<file path="config.mk">
export PLATFORM = sky130hd
export DESIGN_NAME = hsi_rx_sequencer_flat
export DESIGN_NICKNAME = d
export VERILOG_FILES = /design/src/rtl/hsi_rx_sequencer_if.sv /design/src/rtl/hsi_rx_sequencer.sv /design/src/flat_wrapper.sv
export SDC_FILE = /design/constraint.sdc
export NUM_CORES = 1
export LEC_CHECK = 0
export ABC_AREA = 1
export BUFFER_PORTS_ARGS = -buffer_cell sky130_fd_sc_hd__clkbuf_2
export CAP_MARGIN = 10
export CORE_MARGIN = 1.5
export CORE_UTILIZATION = 53
export CTS_CLUSTER_DIAMETER = 100
export CTS_CLUSTER_SIZE = 30
export DETAILED_ROUTE_END_ITERATION = 6
export MAX_ROUTING_LAYER = met4
export PLACE_DENSITY = 0.77
export SKIP_CTS_REPAIR_TIMING = 1
export SYNTH_ARGS = -nofsm -noshare
export SYNTH_HDL_FRONTEND = slang
export SYNTH_SLANG_ARGS = --single-unit
</file>
<file path="constraint.sdc">
create_clock -name clock -period 3.5 [get_ports clock]
set_clock_uncertainty 0.15 [all_clocks]
set_input_delay 0.175 -clock clock [delete_from_list [all_inputs] [get_ports clock]]
set_output_delay 0.175 -clock clock [all_outputs]
set_load 0.02 [all_outputs]
</file>
<file path="src/rtl/hsi_rx_sequencer_if.sv">
// Token-input / word-output bundle between the HSI tokenizer, the rx sequencer and the readout consumer.
// master: sequencer side; slave: tokenizer/consumer side.
interface hsi_rx_sequencer_if;
    logic        tok_valid;
    logic [31:0] tok_data;
    logic        tok_clr;
    logic [31:0] m_data;
    logic        m_valid;
    logic        m_ready;

    modport master (
        input  tok_valid, tok_data, m_ready,
        output tok_clr, m_data, m_valid
    );

    modport slave (
        output tok_valid, tok_data, m_ready,
        input  tok_clr, m_data, m_valid
    );
endinterface

</file>
<file path="src/rtl/hsi_rx_sequencer.sv">
// HSI gyro receive sequencer: frames tokenizer words into a FIFO, with a watchdog and sticky status flags.
// Define HSI_RX_SEQ_CHECKSUM_EN to expect a trailing XOR checksum word after each frame.
module hsi_rx_sequencer #(
    parameter int FIFO_DEPTH = 4,
    parameter int LEN_W      = 8,
    parameter int TO_W       = 16
) (
    input  logic                   clock,
    input  logic                   reset,
    input  logic                   start,
    input  logic                   abort,
    input  logic [LEN_W-1:0]       frame_len,
    input  logic [TO_W-1:0]        timeout_cycles,
    hsi_rx_sequencer_if.master     bus,
    output logic                   busy,
    output logic                   frame_done,
    output logic [LEN_W-1:0]       words_rcvd,
    output logic                   overflow,
    output logic                   timeout_err,
    output logic                   chk_err
);

    localparam int AW = $clog2(FIFO_DEPTH);

    typedef enum logic [1:0] {IDLE, RECV, FLUSH, DONE} state_t;

    state_t          state, state_next;
    logic [31:0]     mem [FIFO_DEPTH];
    logic [AW-1:0]   rd_ptr, wr_ptr;
    logic [AW:0]     count;
    logic [LEN_W-1:0] len_q;
    logic [TO_W-1:0] wd;
    logic [TO_W:0]   wd_inc;
    logic fifo_full, fifo_empty;
    logic push, push_ok, pop;
    logic tok_fire, data_tok, chk_tok, last_data, end_tok;
    logic wd_expire, start_ok;

`ifdef HSI_RX_SEQ_CHECKSUM_EN
    logic        chk_phase;
    logic [31:0] xor_acc;
    logic        chk_err_q;
`endif

    assign fifo_empty  = (count == '0);
    assign fifo_full   = (count == (AW+1)'(FIFO_DEPTH));
    assign bus.m_valid = !fifo_empty;
    assign bus.m_data  = fifo_empty ? '0 : mem[rd_ptr];
    assign bus.tok_clr = (state != RECV);
    assign busy        = (state != IDLE);
    assign frame_done  = (state == DONE);

    // Token classification, FIFO handshake and watchdog expiry
    always_comb begin
        tok_fire = (state == RECV) && bus.tok_valid;
`ifdef HSI_RX_SEQ_CHECKSUM_EN
        data_tok = tok_fire && !chk_phase;
        chk_tok  = tok_fire && chk_phase;
`else
        data_tok = tok_fire;
        chk_tok  = 1'b0;
`endif
        last_data = data_tok && ((words_rcvd + LEN_W'(1)) == len_q);
`ifdef HSI_RX_SEQ_CHECKSUM_EN
        end_tok = chk_tok;
`else
        end_tok = last_data;
`endif
        push      = data_tok;
        pop       = !fifo_empty && bus.m_ready;
        push_ok   = push && (!fifo_full || pop) && !abort;
        start_ok  = (state == IDLE) && start && !abort && (frame_len != '0);
        wd_inc    = (TO_W+1)'(wd) + (TO_W+1)'(1);
        wd_expire = (state == RECV) && !bus.tok_valid && (timeout_cycles != '0) &&
                    (wd_inc >= (TO_W+1)'(timeout_cycles));
    end

    always_comb begin
        state_next = state;
        if (abort) begin
            state_next = IDLE;
        end else begin
            case (state)
                IDLE:    if (start_ok) state_next = RECV;
                RECV:    if (wd_expire || end_tok) state_next = FLUSH;
                FLUSH:   if (fifo_empty) state_next = DONE;
                DONE:    state_next = IDLE;
                default: state_next = IDLE;
            endcase
        end
    end

    always_ff @(posedge clock) begin
        if (reset) state <= IDLE;
        else       state <= state_next;
    end

    // When full, wr_ptr == rd_ptr: a simultaneous pop has already presented the old word, so overwriting is safe
    always_ff @(posedge clock) begin
        if (push_ok) mem[wr_ptr] <= bus.tok_data;
    end

    always_ff @(posedge clock) begin
        if (reset) begin
            rd_ptr      <= '0;
            wr_ptr      <= '0;
            count       <= '0;
            len_q       <= '0;
            words_rcvd  <= '0;
            wd          <= '0;
            overflow    <= 1'b0;
            timeout_err <= 1'b0;
        end else if (abort) begin
            rd_ptr <= '0;
            wr_ptr <= '0;
            count  <= '0;
        end else begin
            if (push_ok) wr_ptr <= wr_ptr + AW'(1);
            if (pop)     rd_ptr <= rd_ptr + AW'(1);
            if (push_ok && !pop)      count <= count + (AW+1)'(1);
            else if (!push_ok && pop) count <= count - (AW+1)'(1);
            if (push && fifo_full && !pop) overflow <= 1'b1;
            if (state == RECV) begin
                if (bus.tok_valid) wd <= '0;
                else if ((wd != timeout_cycles) && (wd != '1)) wd <= wd + TO_W'(1);
            end
            if (data_tok)  words_rcvd  <= words_rcvd + LEN_W'(1);
            if (wd_expire) timeout_err <= 1'b1;
            if (start_ok) begin
                len_q       <= frame_len;
                words_rcvd  <= '0;
                wd          <= '0;
                overflow    <= 1'b0;
                timeout_err <= 1'b0;
            end
        end
    end

`ifdef HSI_RX_SEQ_CHECKSUM_EN
    always_ff @(posedge clock) begin
        if (reset) begin
            chk_phase <= 1'b0;
            xor_acc   <= '0;
            chk_err_q <= 1'b0;
        end else if (!abort) begin
            if (start_ok) begin
                chk_phase <= 1'b0;
                xor_acc   <= '0;
                chk_err_q <= 1'b0;
            end else begin
                if (data_tok) begin
                    xor_acc <= xor_acc ^ bus.tok_data;
                    if (last_data) chk_phase <= 1'b1;
                end
                if (chk_tok) begin
                    chk_phase <= 1'b0;
                    if (bus.tok_data != xor_acc) chk_err_q <= 1'b1;
                end
            end
        end
    end

    assign chk_err = chk_err_q;
`else
    assign chk_err = 1'b0;
`endif

endmodule

</file>
<file path="src/flat_wrapper.sv">
// flat-port wrapper written by rule: the top's interface ports become plain ports
module hsi_rx_sequencer_flat 
#(
    parameter int FIFO_DEPTH = 4,
    parameter int LEN_W      = 8,
    parameter int TO_W       = 16
)
  (clock, reset, start, abort, frame_len, timeout_cycles, busy, frame_done, words_rcvd, overflow, timeout_err, chk_err, bus_tok_valid, bus_tok_data, bus_m_ready, bus_tok_clr, bus_m_data, bus_m_valid);
  hsi_rx_sequencer_if bus_i ();
  input  logic clock;
  input  logic reset;
  input  logic start;
  input  logic abort;
  input  logic [LEN_W-1:0] frame_len;
  input  logic [TO_W-1:0] timeout_cycles;
  output logic busy;
  output logic frame_done;
  output logic [LEN_W-1:0] words_rcvd;
  output logic overflow;
  output logic timeout_err;
  output logic chk_err;
  input wire logic [$bits(bus_i.tok_valid)-1:0] bus_tok_valid;
  input wire logic [$bits(bus_i.tok_data)-1:0] bus_tok_data;
  input wire logic [$bits(bus_i.m_ready)-1:0] bus_m_ready;
  output wire logic [$bits(bus_i.tok_clr)-1:0] bus_tok_clr;
  output wire logic [$bits(bus_i.m_data)-1:0] bus_m_data;
  output wire logic [$bits(bus_i.m_valid)-1:0] bus_m_valid;
  assign bus_i.tok_valid = bus_tok_valid;
  assign bus_i.tok_data = bus_tok_data;
  assign bus_i.m_ready = bus_m_ready;
  assign bus_tok_clr = bus_i.tok_clr;
  assign bus_m_data = bus_i.m_data;
  assign bus_m_valid = bus_i.m_valid;
  hsi_rx_sequencer #(.FIFO_DEPTH(FIFO_DEPTH), .LEN_W(LEN_W), .TO_W(TO_W)) u_core (.clock(clock), .reset(reset), .start(start), .abort(abort), .frame_len(frame_len), .timeout_cycles(timeout_cycles), .bus(bus_i), .busy(busy), .frame_done(frame_done), .words_rcvd(words_rcvd), .overflow(overflow), .timeout_err(timeout_err), .chk_err(chk_err));
endmodule
</file>
==> results, run 1 <==
- The number of cells after detailed placement is approximately 1200.
- The number of max-slew violations in the final report is 0.
- The finished layout holds 1301 standard cells, fillers aside.
- The critical path is of the reg2reg type.
- The initial antenna violation count was 0.
- The setup check on the worst reg-to-reg path leaves a slack of 0.68 ns.
- The tree is rooted in a clkbuf_16.
- In this run the critical register-to-register path is launched from u_core.state[1].
- The average vias per placed instance is roughly 5.2.
- The data required time at the worst endpoint is approximately 3.7 ns.
- The first detailed-routing pass ran for 5 iterations.
- Counting the fill cells in the layout gives about 1300.
- The initial utilization of the core area, before any placement, comes to between 50% and 60%.
- For the pin with the worst max-slew slack, the measured transition is roughly 1.2 ns.
- The leakage power is between 4 and 5 nW.
- The average detailed-routed wire length per instance is 14.7 um.
- The share of the yosys chip area belonging to registers is between 50 and 60%.
- By area the synthesized netlist is led by edfxtp_1, dfxtp_1, nor2_1.
- The kind of end point of the critical path is a flop.
- Global routing used 23.0% of the available tracks across all layers.
- Of all cell types, the one taking the most synthesized area is edfxtp_1.
- The first global-routing pass estimated 29100 um of wire.
- The number of instances on the worst hold path is 4.
- The switching power total is 1.18 mW.
- The final antenna diode count is 0.
- The via count of the first global-routing pass is 6026.
- The sequential cell area is 4750 um2.
- The min-delay analysis places its worst path in the category in2reg.
- The clock net in this run drives a total of about 170 sinks.
- From left edge to right edge, the die measures between 100 and 150 um.
- The number of synthesized register bits is 173.
- The final standard cell utilization of the core is roughly two thirds.
- The share of total power in sequential cells is between 40% and 50%.
- The initial detailed-routing violation count is 566.
- The H-tree generated during clock tree synthesis spans 4 levels.
- The total power after layout is between 4 and 5 mW.
- The top-area cell type share of the netlist area is around 45%.
- Routability-driven placement finished with a final weighted congestion of 0.951.
- The final layout contains routed wiring with a total length of roughly 19000 um.
- The die span in y is between 100 and 150 um.
- The placement-stage worst setup slack is between 0.7 and 0.8 ns.
- The final-report hold violation count is 0.
- The number of nets in the layout is roughly 1200.
- The number of placement rows is 46.
- The worst hold slack is 0.0204 ns.
- The area growth from synthesis to layout is 20.1%.
- The maximum fanout along the worst path is 4.
- For this run the aggregate overflow at the end of global routing stands at 0.
- Buffers placed on the I/O ports in this run total about 110.
- In the layout the commonest cells are nor2_1, edfxtp_1, nand2_1.
- The tool flagged a number of max-cap violations equal to 0.
- The number of distinct standard cells referenced by the synthesized netlist is 40.
- The switching share of power is 25.6%.
- The TritonCTS buffer count is 17.
- The CTS clock-pin slew for the worst setup and hold paths is around 0.070 ns.
- For this design the ratio of total power to cell area is roughly 450 nW/um2.
- Once routing completed, OpenROAD measured the worst setup slack at between 0.6 and 0.7 ns.
- In this run the most critical hold path is launched from bus_m_ready.
- The average instance area after synthesis is 9.06 um2.
- The cell count of the worst reg-to-reg path is 13.
- The worst pin sits at a relative slew slack of 22.0%.
- Entering global routing, the biggest net connects between 60 and 70 pins.
- The path with the worst hold slack has its endpoint at u_core.rd_ptr[0].
- Summed over all nets, the half-perimeter wirelength after detailed placement is approximately 12000 um.
- With fillers left out, the area of the finished cells amounts to about 10000 um2.
- Summing every instance area after synthesis gives 8490 um2.
- The endpoint identified for the worst register-to-register timing path is u_core.count[2].
- TritonCTS built the clock tree.
- The synthesized netlist cell count is roughly 940.
- The run finished with clean final reports.
- The clock latency reported for the late side of the worst-skew pair is ~0.42 ns.
- Dividing the final minimum period by the clock period gives about four fifths.
- The maximum achievable frequency is about 350 MHz.
- The relative contribution of combinational cells to total power is 10.3%.
- The clock network is responsible for between 40% and 50% of the overall power.
- The worst setup path is launched from a flop.
- The routed design could run at a clock period as short as around 2.8 ns.
- The total vias in the final route is approximately 6800.
- No sink is reached through more buffers than the 2 on the longest clock path.
- The region available for standard cell placement spans ~16000 um2.
- The overall die area is between 15000 and 20000 um2.
- The count of boundary I/O pins is about 110.
- Setup repair after global routing left no endpoint under its margin.
- During synthesis, Yosys emitted a total of 0 warnings.
- The post-route setup TNS is 0 ns.
- VDD sags by at most 0.000312 V.
- Setup violations remaining at the end of the flow were counted as 0.
- The post-route antenna net violation count is 0.
- Summing all multi-input logic gate instances after layout gives roughly 3200 um2.
- Leaving out fill and tap cells, the most frequent cell in the layout is nor2_1.
- Cells with a size suffix above 1 make up around 17% of the layout.
- The internal portion of total power is roughly 3.4 mW.
- STA puts the critical path data arrival time at 2.98 ns.
- Counting every net in the synthesized netlist gives 1028.
- The DRC violations left is 0.
- Once placement finished, the instance area stood at between 9000 and 10000 um2.
## area by class of cell
class / count / area share [%]
clock buffer: 17 / 4.17
clock inverter: 15 / 1.67
inverter: 96 / 3.56
multi-input combinational: 628 / 31.6
sequential: 173 / 46.5
tap: 216 / 2.65
timing repair buffer: 156 / 9.86
## worst max-delay path: stages, from the launching register on
cell	delay (ns)
dfxtp_1	0.35
inv_1	0.11
ha_1	0.25
nand2_1	0.12
nor2_2	0.22
inv_1	0.13
nor2_1	0.25
ha_1	0.20
inv_1	0.06
fa_1	0.37
a21oi_1	0.14
o21ai_0	0.12
o21ai_0	0.19
a21oi_1	0.06
## cells in the mapped netlist
| cell | instances |
|---|---|
| nor4_2 | 1 |
| conb_1 | 1 |
| nor4_1 | 4 |
| a21o_1 | 2 |
| nand3_4 | 1 |
| clkbuf_1 | 20 |
| inv_4 | 1 |
| buf_1 | 7 |
| nor3_2 | 2 |
| o21ai_1 | 3 |
| nand2_2 | 8 |
| nor2_4 | 7 |
| buf_2 | 7 |
| o21bai_1 | 1 |
| fa_1 | 1 |
| nand3_1 | 47 |
| buf_6 | 4 |
| o21ai_0 | 81 |
| a21oi_2 | 1 |
| nand3b_1 | 2 |
| nand3_2 | 3 |
| inv_2 | 4 |
| o21ba_2 | 1 |
| clkinv_1 | 2 |
| nand2_4 | 1 |
| xor2_1 | 14 |
| a22oi_1 | 1 |
| or2_2 | 1 |
| ha_1 | 28 |
| nor2_2 | 5 |
| xnor2_1 | 2 |
| a21oi_1 | 78 |
| nor2_1 | 205 |
| nand4_1 | 12 |
| dfxtp_1 | 45 |
| nor3_1 | 5 |
| buf_4 | 2 |
| nand2_1 | 110 |
| inv_1 | 89 |
| edfxtp_1 | 128 |
## kinds of logic after synthesis
logic type / after synthesis / share of synthesized area, %
adders and majority gates: 29 / 4.36
DFF: 173 / 55.9
other: 1 / 0.0442
AOI/OAI and AO/OA: 168 / 10.1
xor gates and xnor gates: 16 / 1.65
and+or+nand+nor: 414 / 21.4
buffers and inverters: 136 / 6.59
## power groups by stage
stage	clock, mW	sequential [mW]	combinational (mW)
CTS	1.90	2.27	0.435
detailed placement	0	2.32	0.432
floorplan	0	2.30	0.313
global placement	0	2.32	0.423
finish	1.87	2.28	0.474
global route	1.98	2.28	0.535
## how the worst max path moves through the flow
stage	start	end	slack, ns	cells after the start
floorplan	u_core.state[1]	u_core.mem[0][0]	0.28	8
global placement	u_core.wd[0]	u_core.state[0]	0.80	18
detailed placement	u_core.wd[0]	u_core.state[1]	0.77	15
CTS	u_core.state[1]	u_core.count[2]	0.71	13
global route	u_core.wd[0]	u_core.state[0]	0.34	18
finish	u_core.state[1]	u_core.count[2]	0.68	13
## state kept, by name (all words and copies together), names as in the netlist, named ones only
name and cells:
u_core.count 3, u_core.len_q 8, u_core.mem 128, u_core.overflow 1, u_core.rd_ptr 2, u_core.state 2, u_core.timeout_err 1, u_core.wd 16
u_core.words_rcvd 8, u_core.wr_ptr 2
## per-layer routing
metal | vias to the layer above | track usage [%] | wire length, um
met5 | - | - | 0
met4 | 0 | 6.93 | 255
met3 | 16 | 4.25 | 1060
met2 | 207 | 38.9 | 9580
met1 | 3160 | 28.2 | 8200
li1 | 3390 | - | -
No activity file was read; power rests on OpenSTA's default activity.
==> run 2, diff against run 1 <==
--- a/config.mk
+++ b/config.mk
@@ -9,12 +9,12 @@
 export BUFFER_PORTS_ARGS = -buffer_cell sky130_fd_sc_hd__clkbuf_2
 export CAP_MARGIN = 10
 export CORE_MARGIN = 1.5
-export CORE_UTILIZATION = 53
+export CORE_UTILIZATION = 58
 export CTS_CLUSTER_DIAMETER = 100
 export CTS_CLUSTER_SIZE = 30
 export DETAILED_ROUTE_END_ITERATION = 6
 export MAX_ROUTING_LAYER = met4
-export PLACE_DENSITY = 0.77
+export PLACE_DENSITY = 0.8
 export SKIP_CTS_REPAIR_TIMING = 1
 export SYNTH_ARGS = -nofsm -noshare
 export SYNTH_HDL_FRONTEND = slang
==> constraint.sdc (replaced) <==
create_clock -name clock -period 2.85 [get_ports clock]
set_clock_uncertainty 0.15 [all_clocks]
set_input_delay 0.1425 -clock clock [delete_from_list [all_inputs] [get_ports clock]]
set_output_delay 0.1425 -clock clock [all_outputs]
set_load 0.02 [all_outputs]
==> run 2 against run 1 <==
Compared with the run above: the run now ends with hold timing left; cell area grew 1.2%; die area shrank 8.4%; worst hold slack lost 0.031 ns; core utilization grew 6.9 points; critical path type unchanged; largest cell class unchanged.
==> results, run 2 (same netlist as run 1, synthesis figures left out) <==
- The shortest period the worst path allows is 2.68 ns (was 2.82 ns).
- The clock latency reported for the late side of the worst-skew pair was 0.42 ns (about the same).
- The worst hold slack is -0.0102 ns (was 0.0204 ns).
- The global-route wire length before repair is 29200 um (was 29100 um).
- The count of endpoints failing setup in the final report was 0 (unchanged).
- Biggest regs: u_core.mem: 128 flops, u_core.wd: 16 flops (unchanged).
- The deepest clock path buffer count is 2 (unchanged).
- The maximum fanout along the worst path is 5 (was 4).
- The leakage power is 4.26 nW (was 4.21 nW).
- The post-DP HPWL is 12100 um (was 11800 um).
- The total power density per cell area is 544 nW/um2 (was 453 nW/um2).
- The sequential cell area was 4750 um2 (about the same).
- The initial detailed-routing violation count was 461 (was 566).
- The count of boundary I/O pins is 109 (unchanged).
- The DRC violations left is 0 (unchanged).
- The register ranked first by flip-flop count is u_core.mem (unchanged).
- The final antenna diode count was 0 (unchanged).
- The data required time at the worst endpoint is 3.01 ns (was 3.66 ns).
- The fraction of the cycle the final worst path needs is 94.0% (was 80.6%).
- The final-report hold violation count is 1 (was 0).
- The final standard cell utilization of the core is 71.6% (was 64.7%).
- The share of cells above drive strength 1 is 18.9% (was 17.3%).
- The cell at the root of the clock tree is clkbuf_16 (unchanged).
- The post-route setup TNS is 0 ns (unchanged).
- The final wirelength is 19700 um (was 19100 um).
- The count of port buffers added during placement is 107 (unchanged).
- The number of nets in the layout came to 1167 (was 1163).
- The worst reg-to-reg setup slack is 0.17 ns (was 0.68 ns).
- The cell at the slowest stage of the critical path is dfxtp_4 (was fa_1).
- Most frequent cells in the layout: nor2_1, edfxtp_1, nand2_1 (unchanged).
- The overall die area is 15400 um2 (was 16800 um2).
- The total clock sinks is 173 (unchanged).
- The total routing usage reported by global routing came to 25.6% (was 23.0%).
- The number of cells after detailed placement was 1200 (was 1228).
- The arrival time at the worst endpoint is 2.84 ns (was 2.98 ns).
- The number of flip-flops in the largest register came to 128 (unchanged).
- The critical path startpoint category is a flop (unchanged).
- The number of filler instances in the final layout was 1098 (was 1266).
- The TritonCTS buffer count is 17 (unchanged).
- The worst IR drop on VDD was 0.000354 V (was 0.000312 V).
- The worst min-delay path class is in2reg (unchanged).
- The level count of the clock H-tree was 4 (unchanged).
- List of cells traversed by the critical path: ha_4 > nand2_2 > nor2_4 > nand4_1 > xor2_1 > inv_1 > ha_4 > nand2_1 > nor2_2 > nand2_1 > nor2_2 > nand2_2 > nand3_2 > nand2_2 > nand3_4 > nand3_1 > nand2_1 > nor2_2 (was inv_1 > ha_1 > nand2_1 > nor2_2 > inv_1 > nor2_1 > ha_1 > inv_1 > fa_1 > a21oi_1 > o21ai_0 > o21ai_0 > a21oi_1).
- The total area of multi-input combinational cells is 3320 um2 (was 3220 um2).
- The filler-free cell count of the finished design came to 1273 (was 1301).
- The initial antenna violation count is 0 (unchanged).
- The final RePlAce weighted congestion is 0.958 (was 0.951).
- The number of placement rows is 44 (was 46).
- The kind of end point of the critical path is a flop (unchanged).
- The number of iterations in the first detailed-routing pass was 5 (unchanged).
- The maximum number of pins on one net before global-route repair was 57 (was 65).
- Outcome: finished, violations left (was finished, final reports clean).
- The core box area came to 14400 um2 (was 15800 um2).
- The checks that failed: hold timing.
- The layout overhead on the synthesized area is 21.5% (was 20.1%).
- The maximum achievable frequency is 373 MHz (was 355 MHz).
- The count of maximum capacitance violations is 0 (unchanged).
- The average vias per placed instance is 5.43 (was 5.21).
- The number of max-slew violations in the final report is 0 (unchanged).
- The effective utilization at floorplan is 58.9% (was 53.9%).
- The most common cell after layout, fill and taps aside is nor2_1 (unchanged).
- The post-route antenna net violation count was 0 (unchanged).
- RSZ-0062 raised after global routing: yes (was no).
- The total vias in the final route is 6908 (was 6773).
- The CTS clock-pin slew for the worst setup and hold paths is 0.07 ns (about the same).
- The die span in y is 124 um (was 130 um).
- The critical path class is reg2reg (unchanged).
- The worst slew slack as a fraction of its limit was 49.8% (was 22.0%).
- The CTS tree is done (unchanged).
- The total global routing overflow is 0 (unchanged).
- The transition time at the pin with the least slew margin is 0.753 ns (was 1.17 ns).
- The width of the die is 124 um (was 130 um).
- The via count of the first global-routing pass is 6216 (was 6026).
- The total power after layout was 5.62 mW (was 4.62 mW).
- The average detailed-routed wire length per instance is 15.4 um (was 14.7 um).
- The biggest cell delay along the critical path came to 0.38 ns (was 0.37 ns).
[run 2: cell count changes in the layout (fill, tap and decap cells not counted), moves of 3 or more]
cell and delta:
nor2_1 -5, inv_8 -3, buf_12 +5, dfxtp_1 -3, nor2_2 +4, ha_1 -4
ha_4 +3
[run 2: critical path: cells and delay by family (launching register included)]
kind	cells	cell delay, ns
XOR/XNOR	1	0.23
buffers and inverters	1	0.10
adder cells (fa/ha/maj)	2	0.42
flip-flops	1	0.38
AND/OR/NAND/NOR	14	1.28
[run 2: area by class of cell]
cell class / count / share of cell area [%]
clock buffer: 18 / 4.16
clock inverter: 14 / 1.28
inverter: 96 / 3.52
multi-input combinational: 628 / 32.1
sequential: 173 / 46.0
tap: 184 / 2.23
timing repair buffer: 160 / 10.6
[run 2: worst paths after layout]
| kind | from | to | cells after the start |
|---|---|---|---|
| setup reg to reg | u_core.wd[0] | u_core.state[0] | 18 |
| setup / recovery | u_core.wd[0] | u_core.state[0] | 18 |
| hold reg to reg | u_core.rd_ptr[0] | flop | 1 |
| hold / removal | abort | u_core.timeout_err | 3 |
[run 2: power breakdown]
part	internal [mW]	total (mW)	switching [mW]
clock network	1.22	2.20	0.980
registers	2.75	2.79	0.0476
logic	0.247	0.625	0.378
total	4.21	5.62	1.41
[run 2: routing by layer]
metal  routed length, um  vias up  global-route usage, %
li1                    -     3408                      -
met1                8110     3248                   30.0
met2               10200      216                   44.1
met3                1010       36                   4.40
met4                 378        0                   10.1
met5                   0        -                      -
[run 2: metrics by stage]
| step | area (um2) | setup WS [ns] |
|---|---|---|
| 2_1_floorplan | 8490 | -0.369 |
| 4_1_cts | 9810 | 0.0530 |
| 6_report | 10300 | 0.170 |
| 5_1_grt | 10300 | -0.0678 |
| 3_3_place_gp | 9250 | 0.177 |
| 3_5_place_dp | 9250 | 0.0716 |
==> run 3, diff against run 2 <==
--- a/config.mk
+++ b/config.mk
@@ -9,12 +9,12 @@
 export BUFFER_PORTS_ARGS = -buffer_cell sky130_fd_sc_hd__clkbuf_2
 export CAP_MARGIN = 10
 export CORE_MARGIN = 1.5
-export CORE_UTILIZATION = 58
+export CORE_UTILIZATION = 59
 export CTS_CLUSTER_DIAMETER = 100
 export CTS_CLUSTER_SIZE = 30
 export DETAILED_ROUTE_END_ITERATION = 6
 export MAX_ROUTING_LAYER = met4
-export PLACE_DENSITY = 0.8
+export PLACE_DENSITY = 0.81
 export SKIP_CTS_REPAIR_TIMING = 1
 export SYNTH_ARGS = -nofsm -noshare
 export SYNTH_HDL_FRONTEND = slang
==> constraint.sdc (replaced) <==
create_clock -name clock -period 3.3 [get_ports clock]
set_clock_uncertainty 0.15 [all_clocks]
set_input_delay 0.165 -clock clock [delete_from_list [all_inputs] [get_ports clock]]
set_output_delay 0.165 -clock clock [all_outputs]
set_load 0.02 [all_outputs]
==> run 3 against run 2 <==
Compared with the run above: the run still ends with hold timing left; die area decreased by 1.7%; power decreased by 8.7%; sequential cell count unchanged; setup slack improved by 0.34 ns; core utilization increased by 1.5 points; register-to-register slack improved by 0.34 ns; cell area decreased by 1.0%; combinational power decreased by 20%; routed wire length decreased by 1.5%; via count decreased by 0.17%; largest cell class unchanged.
==> results, run 3 (same netlist as run 1, synthesis figures left out) <==
- The layout overhead on the synthesized area is 20.3% (was 21.5%).
- The total power after layout is 5.13 mW (was 5.62 mW).
- The worst min-delay path class was in2reg (unchanged).
- The maximum fanout along the worst path is 5 (unchanged).
- The terminus of the critical flop-to-flop path is u_core.state[0] (unchanged).
- The worst hold slack is -0.00123 ns (was -0.0102 ns).
- The level count of the clock H-tree is 4 (unchanged).
- The total power density per cell area is 502 nW/um2 (was 544 nW/um2).
- List of cells traversed by the critical path: ha_1 > nand2_2 > nor2_4 > nand4_1 > xor2_1 > inv_1 > ha_1 > a21oi_1 > nor2_1 > nor2_1 > nand2_1 > nand2_1 > nand3_2 > nand2_2 > nand3_2 > a21oi_1 > nor2_2 (was ha_4 > nand2_2 > nor2_4 > nand4_1 > xor2_1 > inv_1 > ha_4 > nand2_1 > nor2_2 > nand2_1 > nor2_2 > nand2_2 > nand3_2 > nand2_2 > nand3_4 > nand3_1 > nand2_1 > nor2_2).
- Biggest regs: u_core.mem: 128 flops, u_core.wd: 16 flops (unchanged).
- The number of iterations in the first detailed-routing pass was 5 (unchanged).
- The leakage power is 4.25 nW (was 4.26 nW).
- The die span in y is 123 um (was 124 um).
- The worst slew slack as a fraction of its limit is 48.0% (was 49.8%).
- The core box area came to 14000 um2 (was 14400 um2).
- The worst setup path endpoint was u_core.state[0] (unchanged).
- The CTS tree is done (unchanged).
- The DRC violations left is 0 (unchanged).
- The number of max-slew violations in the final report came to 0 (unchanged).
- The total clock sinks is 173 (unchanged).
- The number of placement rows was 43 (was 44).
- The number of nets in the layout is 1164 (was 1167).
- The met3 track demand over resource in global routing is 4.29% (was 4.40%).
- The average vias per placed instance was 5.45 (was 5.43).
- The total global routing overflow is 0 (unchanged).
- The average detailed-routed wire length per instance came to 15.3 um (was 15.4 um).
- The effective utilization at floorplan came to 60.7% (was 58.9%).
- The worst IR drop on VDD is 0.000391 V (was 0.000354 V).
- The count of endpoints failing setup in the final report came to 0 (unchanged).
- The post-route antenna net violation count was 0 (unchanged).
- The register ranked first by flip-flop count was u_core.mem (unchanged).
- The final wirelength came to 19400 um (was 19700 um).
- The initial detailed-routing violation count was 662 (was 461).
- The placement-stage worst setup slack is 0.565 ns (was 0.0716 ns).
- The peak-usage layer in the global routing report is met2 (unchanged).
- Failing checks: hold timing (unchanged).
- The data required time at the worst endpoint is 3.47 ns (was 3.01 ns).
- The count of port buffers added during placement is 107 (unchanged).
- The post-DP HPWL is 12100 um (about the same).
- The transition time at the pin with the least slew margin is 0.779 ns (was 0.753 ns).
- The final antenna diode count is 0 (unchanged).
- The worst reg-to-reg setup slack is 0.51 ns (was 0.17 ns).
- The width of the die is 123 um (was 124 um).
- RSZ-0062 raised after global routing: no (was yes).
- The maximum number of pins on one net before global-route repair is 65 (was 57).
- The number of flip-flops in the largest register was 128 (unchanged).
- The beginning of the critical path is u_core.wd[0] (unchanged).
- The share of cells above drive strength 1 was 17.5% (was 18.9%).
- The met2 track demand over resource came to 44.7% (was 44.1%).
- The most common cell after layout, fill and taps aside is nor2_1 (unchanged).
- The critical path class is reg2reg (unchanged).
- The overall die area is 15100 um2 (was 15400 um2).
- Most frequent cells in the layout: nor2_1, edfxtp_1, nand2_1 (unchanged).
- The biggest cell delay along the critical path was 0.40 ns (was 0.38 ns).
- Outcome: finished, violations left (unchanged).
- The kind of end point of the critical path is a flop (unchanged).
- The cell count of the worst reg-to-reg path was 17 (was 18).
- The maximum achievable frequency is 359 MHz (was 373 MHz).
- The fraction of the cycle the final worst path needs is 84.5% (was 94.0%).
- The clock latency reported for the late side of the worst-skew pair is 0.43 ns (was 0.42 ns).
- The count of maximum capacitance violations came to 0 (unchanged).
- The arrival time at the worst endpoint is 2.96 ns (was 2.84 ns).
- The final standard cell utilization of the core is 73.0% (was 71.6%).
- The origin of the critical flop-to-flop path is u_core.wd[0] (unchanged).
- The met1 usage is 32.0% (was 30.0%).
- The critical path startpoint category is a flop (unchanged).
- The shortest period the worst path allows is 2.79 ns (was 2.68 ns).
- The global-route wire length before repair is 29600 um (was 29200 um).
- The via count of the first global-routing pass is 6261 (was 6216).
- The CTS clock-pin slew for the worst setup and hold paths was 0.07 ns (about the same).
- The total routing usage reported by global routing was 26.3% (was 25.6%).
- The cell at the root of the clock tree is clkbuf_16 (unchanged).
- The worst setup margin is 0.512 ns (was 0.170 ns).
- The TritonCTS buffer count came to 17 (unchanged).
- The final-report hold violation count is 1 (unchanged).
- The initial antenna violation count is 0 (unchanged).
- The count of boundary I/O pins is 109 (unchanged).
- The deepest clock path buffer count was 2 (unchanged).
- The final RePlAce weighted congestion is 0.951 (was 0.958).
- The post-route setup TNS is 0 ns (unchanged).
- The total vias in the final route is 6896 (was 6908).
- The cell at the slowest stage of the critical path is dfxtp_1 (was dfxtp_4).
==> run 3: metal layers <==
metal  wire, um  share of wire, %
met1       8040                41
met2       9910                51
met3       1100               5.7
met4        332               1.7
met5          0                 0
==> run 3: worst min path at each step <==
stage	from	to	slack [ns]	cells past startpoint
final	abort	u_core.timeout_err	-0.001	3
after global routing	frame_len[3]	u_core.len_q[3]	0.02	3
after CTS	bus_tok_data[24]	u_core.mem[2][24]	-0.21	1
after detailed placement	bus_tok_data[22]	u_core.mem[1][22]	0.24	1
after global placement	bus_tok_data[3]	u_core.mem[1][3]	0.23	1
after floorplan	bus_tok_data[0]	u_core.mem[0][0]	0.11	0
==> run 3: report_power, final <==
group          internal (mW)  switching, mW
clock                   1.36          0.853
sequential              2.37         0.0427
combinational          0.196          0.308
total                   3.93           1.20
==> run 3: stage by stage <==
step	std cells	area, um2
2_1_floorplan	937	8490
3_3_place_gp	1194	9150
5_1_grt	1266	10200
3_5_place_dp	1194	9150
4_1_cts	1226	9820
6_report	1266	10200
==> run 3: layout make-up <==
cell class | count | area [um2]
Tap cell | 180 | 225
Clock buffer | 17 | 425
Multi-Input combinational cell | 628 | 3210
Sequential cell | 173 | 4750
Timing Repair Buffer | 157 | 1010
Inverter | 96 | 363
Clock inverter | 15 | 236
Fill cell | 1013 | 3770
==> run 3: critical path, delay by kind of cell (launching register included) <==
kind | cells | cell delay (ns)
XOR/XNOR | 1 | 0.19
AO/OA/AOI/OAI | 2 | 0.31
flip-flops | 1 | 0.40
AND/OR/NAND/NOR | 11 | 1.04
buffers and inverters | 1 | 0.06
adder cells (fa/ha/maj) | 2 | 0.50
